<file path="src/rtl/mas_fetch_seq.sv">
// MAS program loader and instruction-fetch sequencer.
// Loads words into memory port A, then fetches and issues to decode.
module mas_fetch_seq #(
  parameter int            DW        = 16,
  parameter int            AW        = 16,
  parameter logic [AW-1:0] BASE_ADDR = 16'h8000,
  parameter int            IB        = 2,
  parameter int            DEPTH     = 2048
) (
  input  logic                         clk,
  input  logic                         rstz,
  input  logic                         pg,
  input  logic                         pg_valid,
  input  logic [DW-1:0]                pg_data,
  output logic                         pg_ready,
  output logic                         mem_req,
  output logic                         mem_we,
  output logic [AW-1:0]                mem_addr,
  output logic [DW-1:0]                mem_wdata,
  input  logic                         mem_ack,
  input  logic [DW-1:0]                mem_rdata,
  output logic [DW-1:0]                instr,
  output logic                         instr_valid,
  input  logic                         instr_ready,
  input  logic                         br_taken,
  input  logic [AW-1:0]                br_offset,
  input  logic                         halt_req,
  output logic [AW-1:0]                pc,
  output logic [$clog2(DEPTH+1)-1:0]   prog_len,
  output logic                         halted,
  output logic [1:0]                   fault
);

  localparam int CW = $clog2(DEPTH + 1);
  localparam int EW = AW + CW + $clog2(IB + 1) + 1;

  localparam logic [2:0] S_IDLE  = 3'd0;
  localparam logic [2:0] S_LOAD  = 3'd1;
  localparam logic [2:0] S_FETCH = 3'd2;
  localparam logic [2:0] S_ISSUE = 3'd3;
  localparam logic [2:0] S_HALT  = 3'd4;

  logic [2:0]    state;
  logic [CW-1:0] count;
  logic [AW-1:0] npc;
  logic [AW-1:0] noff;
  logic [EW-1:0] lim;
  logic          misal;
  logic          oor;
  logic [AW-1:0] waddr;

  // Next PC and its legality, evaluated against the loaded program
  always_comb begin
    npc   = br_taken ? pc + br_offset : pc + AW'(IB);
    noff  = npc - BASE_ADDR;
    misal = (noff % AW'(IB)) != '0;
    lim   = EW'(BASE_ADDR) + EW'(prog_len) * EW'(IB);
    oor   = (npc < BASE_ADDR) || (EW'(npc) >= lim);
    waddr = BASE_ADDR + AW'(count) * AW'(IB);
  end

  assign pg_ready = (state == S_LOAD) && !mem_req && pg
                    && (count < CW'(DEPTH));
  assign halted   = (state == S_HALT);

  // Sequencer state, memory port and issue registers
  always_ff @(posedge clk or negedge rstz) begin
    if (!rstz) begin
      state       <= S_IDLE;
      pc          <= BASE_ADDR;
      prog_len    <= '0;
      fault       <= 2'd0;
      count       <= '0;
      mem_req     <= 1'b0;
      mem_we      <= 1'b0;
      mem_addr    <= '0;
      mem_wdata   <= '0;
      instr       <= '0;
      instr_valid <= 1'b0;
    end else begin
      if (mem_req && mem_ack)
        mem_req <= 1'b0;
      unique case (state)
        S_IDLE: begin
          if (pg) begin
            state <= S_LOAD;
            count <= '0;
            fault <= 2'd0;
          end else if (prog_len != '0) begin
            state <= S_FETCH;
          end
        end
        S_LOAD: begin
          if (mem_req && mem_ack && mem_we)
            count <= count + 1'b1;
          if (pg_valid && pg_ready) begin
            mem_req   <= 1'b1;
            mem_we    <= 1'b1;
            mem_addr  <= waddr;
            mem_wdata <= pg_data;
          end
          if (count == CW'(DEPTH))
            fault <= 2'd1;
          if (!pg && !mem_req) begin
            state    <= S_IDLE;
            prog_len <= count;
            pc       <= BASE_ADDR;
          end
        end
        S_FETCH: begin
          if (pg) begin
            state <= S_LOAD;
            count <= '0;
            fault <= 2'd0;
          end else if (!mem_req) begin
            mem_req  <= 1'b1;
            mem_we   <= 1'b0;
            mem_addr <= pc;
          end else if (mem_ack) begin
            instr       <= mem_rdata;
            instr_valid <= 1'b1;
            state       <= S_ISSUE;
          end
        end
        S_ISSUE: begin
          if (pg) begin
            state       <= S_LOAD;
            count       <= '0;
            fault       <= 2'd0;
            instr_valid <= 1'b0;
          end else if (instr_ready) begin
            instr_valid <= 1'b0;
            if (halt_req) begin
              state <= S_HALT;
            end else if (misal) begin
              state <= S_HALT;
              fault <= 2'd3;
            end else if (oor) begin
              state <= S_HALT;
              fault <= 2'd2;
            end else begin
              pc    <= npc;
              state <= S_FETCH;
            end
          end
        end
        S_HALT: begin
          if (pg) begin
            state <= S_LOAD;
            count <= '0;
            fault <= 2'd0;
          end
        end
        default: state <= S_IDLE;
      endcase
    end
  end

endmodule

</file>
<file path="config.mk">
export PLATFORM = sky130hd
export DESIGN_NAME = mas_fetch_seq
export DESIGN_NICKNAME = d
export VERILOG_FILES = /design/src/rtl/mas_fetch_seq.sv
export SDC_FILE = /design/constraint.sdc
export NUM_CORES = 1
export LEC_CHECK = 0
export ABC_CLOCK_PERIOD_IN_PS = 6700
export CORE_MARGIN = 2
export CORE_UTILIZATION = 53
export CTS_BUF_LIST = sky130_fd_sc_hd__clkbuf_8
export CTS_CLUSTER_DIAMETER = 120
export DETAILED_ROUTE_END_ITERATION = 16
export GPL_ROUTABILITY_DRIVEN = 1
export PLACE_DENSITY = 0.86
export SYNTH_ARGS = -nofsm -noshare
export SYNTH_HDL_FRONTEND = slang
export SYNTH_SLANG_ARGS = --single-unit
</file>
<file path="constraint.sdc">
create_clock -name clk -period 6.7 [get_ports clk]
set_input_delay 1.34 -clock clk [delete_from_list [all_inputs] [get_ports clk]]
set_output_delay 1.34 -clock clk [all_outputs]
set_load 0.01 [all_outputs]
</file>
==> results of run 1 <==
[routing by layer]
metal / vias up / GRT usage, % / part of all wire (%)
met1: 2092 / 32.5 / 40
li1: 2004 / - / -
met3: 29 / 8.34 / 8.4
met5: - / 0 / 0
met2: 203 / 44.0 / 49
met4: 0 / 10.9 / 2.6
[sequential cells by signal, summed over array words and instances, names as in the netlist]
signal and cells:
mem_wdata 16, pc 15, instr_valid 1, count 12, mem_we 1, mem_req 1, instr 16, mem_addr 15
fault 2, prog_len 12, state 3
[placed cells by master, fill, tap and decap left out, types with 6 or more instances in the layout]
cell type          n
a21o_1             7
a21oi_1           21
and2_1            25
and3_1             6
buf_4              6
clkbuf_8          10
clkdlybuf4s50_1  135
dfrtp_1           93
ha_1              28
inv_1             24
mux2_2            45
mux2i_1           12
nand2_1           43
nand3_1            9
nand4_1            8
nor2_1            24
nor3_1             9
o21ai_0           27
xnor2_1           11
xor2_1            10
[where the power goes]
group / total (mW) / internal, mW / leakage (nW) / switching [mW]
clock network: 0.431 / 0.224 / 0.118 / 0.207
logic: 0.665 / 0.369 / 1.73 / 0.296
registers: 0.769 / 0.681 / 1.25 / 0.0875
total: 1.86 / 1.27 / 3.10 / 0.591
[worst min-delay path: stages, from the launching register on]
cell and delay (ns):
dfrtp_1 0.36, nand2_1 0.05, o21ai_0 0.06
[metrics by stage]
step	cell area (um^2)	utilization (%)
final	6870	71.3
after global routing	6870	71.3
after CTS	6870	71.3
after detailed placement	6640	68.9
after global placement	6640	68.9
after floorplan	5190	-
[how the worst max path moves through the flow]
stage / startpoint / end / depth (start not counted)
floorplan: br_taken / pc[10] / 19
global route: br_taken / pc[6] / 18
CTS: br_taken / pc[6] / 18
detailed placement: br_taken / pc[6] / 18
global placement: br_taken / pc[3] / 18
finish: br_taken / pc[6] / 18
[cell type report]
cell class                 instances  area (um^2)  area share, %
tap                              133          166           2.42
timing repair buffer             141         1400           20.3
sequential                        94         2350           34.2
clock inverter                     6         93.8           1.37
inverter                          24         90.1           1.31
multi-input combinational        355         2640           38.3
clock buffer                      10          138           2.00
[cells by family (layout without fill, tap and decap cells)]
kind of cell	Yosys count	after routing	synth area share, %
compound gates	86	86	10.6
other cells	1	2	0.0723
flops	94	94	45.4
buf+inv	48	181	3.98
fa+ha+maj	29	29	7.14
mux	66	66	14.3
xor+xnor	21	21	3.55
simple gates	151	151	15.0
==> results.yml, run 1 <==
synth:
  synth_area_leader_cell: "dfrtp_1"
  async_reset_ff_share_pct: 100
  synth.most_common_cell: "dfrtp_1"
  synth_edf_count: 0
  synth_top_area_share_pct: 44.9
  synth_area_um2: 5190
  yosysSeqAreaShare_pct: 45.4
  ys_types: 62
  synth_ff_type: "dfrtp_1"
  synthTopCellsByArea: "dfrtp_1 (45%), mux2_2 (9.8%), ha_1 (6.8%)"
  ys_top_cells_by_count: "dfrtp_1 (93), mux2_2 (45), nand2_1 (43)"
  syn_inst: 496
  syn_area_per_cell_um2: 10.5
  ys.warnings.count: 0
  synth-seq-cells: 94
worst_hold_path:
  min_from: "mem_addr[3]"
  whs_path_depth: 2
  hold_class: "reg -> reg"
  hold_end: "mem_addr[3]"
timing:
  fin_crit_sh_pct: 86.3
  post-route-min-period_ns: 5.78
  fin_hold_ws_ns: 0.491
  setup_viol: 0
  fin_skew_ns: 0.0151
  final_max_slew_viol_count: 0
  fmax_mhz: 173
  slew_headroom_pct: 15.4
  rsz0062_at_grt: "false"
  fin_tns_setup_ns: 0
  setup_ws_ns: 0.920
  finalHoldViolCount: 0
  tightest_slew_ns: 1.26
route:
  drt-initial-drc-count: 266
  drtPass1Iterations: 5
  vias: 4328
  avgRoutedWirePerCell_um: 17.6
  antenna_left: 0
  wl_um: 13400
  drc: 0
  viasPerCell: 5.67
layout:
  drive_gt1_share_pct: 12.1
  fin_cells: 763
  n_fill_cell: 738
  areaGrowthSynthToFinish_pct: 32.5
  final_nets: 710
  antenna_cells: 0
clocking:
  cts_resized: 0
  cts.sinks: 94
  cts_max_path_buffers: 2
  cts_hold_buf: 0
  cts_tree: "done"
  htreeDepth: 3
  insertion_delay_ns: 0.37
  cts.reportedPaths.clkPinSlew_ns: 0.10
  cts_inserted_buffers: 9
  root_buffer: "clkbuf_8"
  post_cts_buffers: 0
critical_path:
  worstPathRequired_ns: 6.94
  path_class: "in -> reg"
  start_kind: "primary input"
  crit_path_top_delay_cell: "or4b_1"
  end_kind: "flip-flop"
  path_buf_inv: 2
  crit_arrival_ns: 6.02
  rr_endpoint: "pc[6]"
  max_stage_delay_ns: 0.57
  r2r-start: "pc[1]"
  rr_worst_depth: 16
  cp_max_fo: 15
  cp_top_family: "compound AO/OA/AOI/OAI gates"
  rrSetupSlack_ns: 2.09
  path_cells: "clkdlybuf4s50_1 -> nand2b_1 -> ha_1 -> fa_1 -> a21o_1 -> a31oi_1 -> nor3_1 -> nor2b_1 -> o21ai_0 -> xor2_1 -> ha_1 -> a21o_1 -> a221o_1 -> a21oi_1 -> o221ai_1 -> or4b_1 -> buf_4 -> mux2_1"
global_routing:
  grt_max_degree: 50
  grtUsageTotal_pct: 26.6
  antenna_found_initial: 0
  grt_pass1_vias: 4394
  globalRouteOverflowTotal: 0
  grt_first_pass_wirelength_um: 21600
run_status:
  outcome: "complete, no violations"
pwr:
  powerDensity_nw_per_um2: 271
  p_leak_nw: 3.10
  vdd_drop_max_v: 0.000276
  power_mw: 1.86
placed_design:
  dpl_worst_slack_ns: 0.607
  io_buffers: 136
  dp.cells: 747
  dp_hpwl_um: 10200
  place_congestion: 0.940
floorplan:
  die_x_um: 103
  die_area_um2: 10600
  dieHeight_um: 103
  io_pins: 139
  start_util_pct: 53.8
  std_cell_rows: 36
  fp.coreArea_um2: 9640
job:
  drv_cap: 0
No activity file was read; power rests on OpenSTA's default activity.
==> run 2: changes to the inputs <==
--- a/config.mk
+++ b/config.mk
@@ -8,7 +8,6 @@
 export ABC_CLOCK_PERIOD_IN_PS = 6700
 export CORE_MARGIN = 2
 export CORE_UTILIZATION = 53
-export CTS_BUF_LIST = sky130_fd_sc_hd__clkbuf_8
 export CTS_CLUSTER_DIAMETER = 120
 export DETAILED_ROUTE_END_ITERATION = 16
 export GPL_ROUTABILITY_DRIVEN = 1
==> results of run 2 <==
Final layout, timing and power as in run 1 (identical DEF).
==> run 3: changes to the inputs <==
--- a/config.mk
+++ b/config.mk
@@ -9,9 +9,11 @@
 export CORE_MARGIN = 2
 export CORE_UTILIZATION = 53
 export CTS_CLUSTER_DIAMETER = 120
+export CTS_CLUSTER_SIZE = 12
 export DETAILED_ROUTE_END_ITERATION = 16
 export GPL_ROUTABILITY_DRIVEN = 1
 export PLACE_DENSITY = 0.86
+export SKIP_CTS_REPAIR_TIMING = 1
 export SYNTH_ARGS = -nofsm -noshare
 export SYNTH_HDL_FRONTEND = slang
 export SYNTH_SLANG_ARGS = --single-unit
==> results of run 3 <==
Final layout, timing and power as in run 1 (identical DEF).
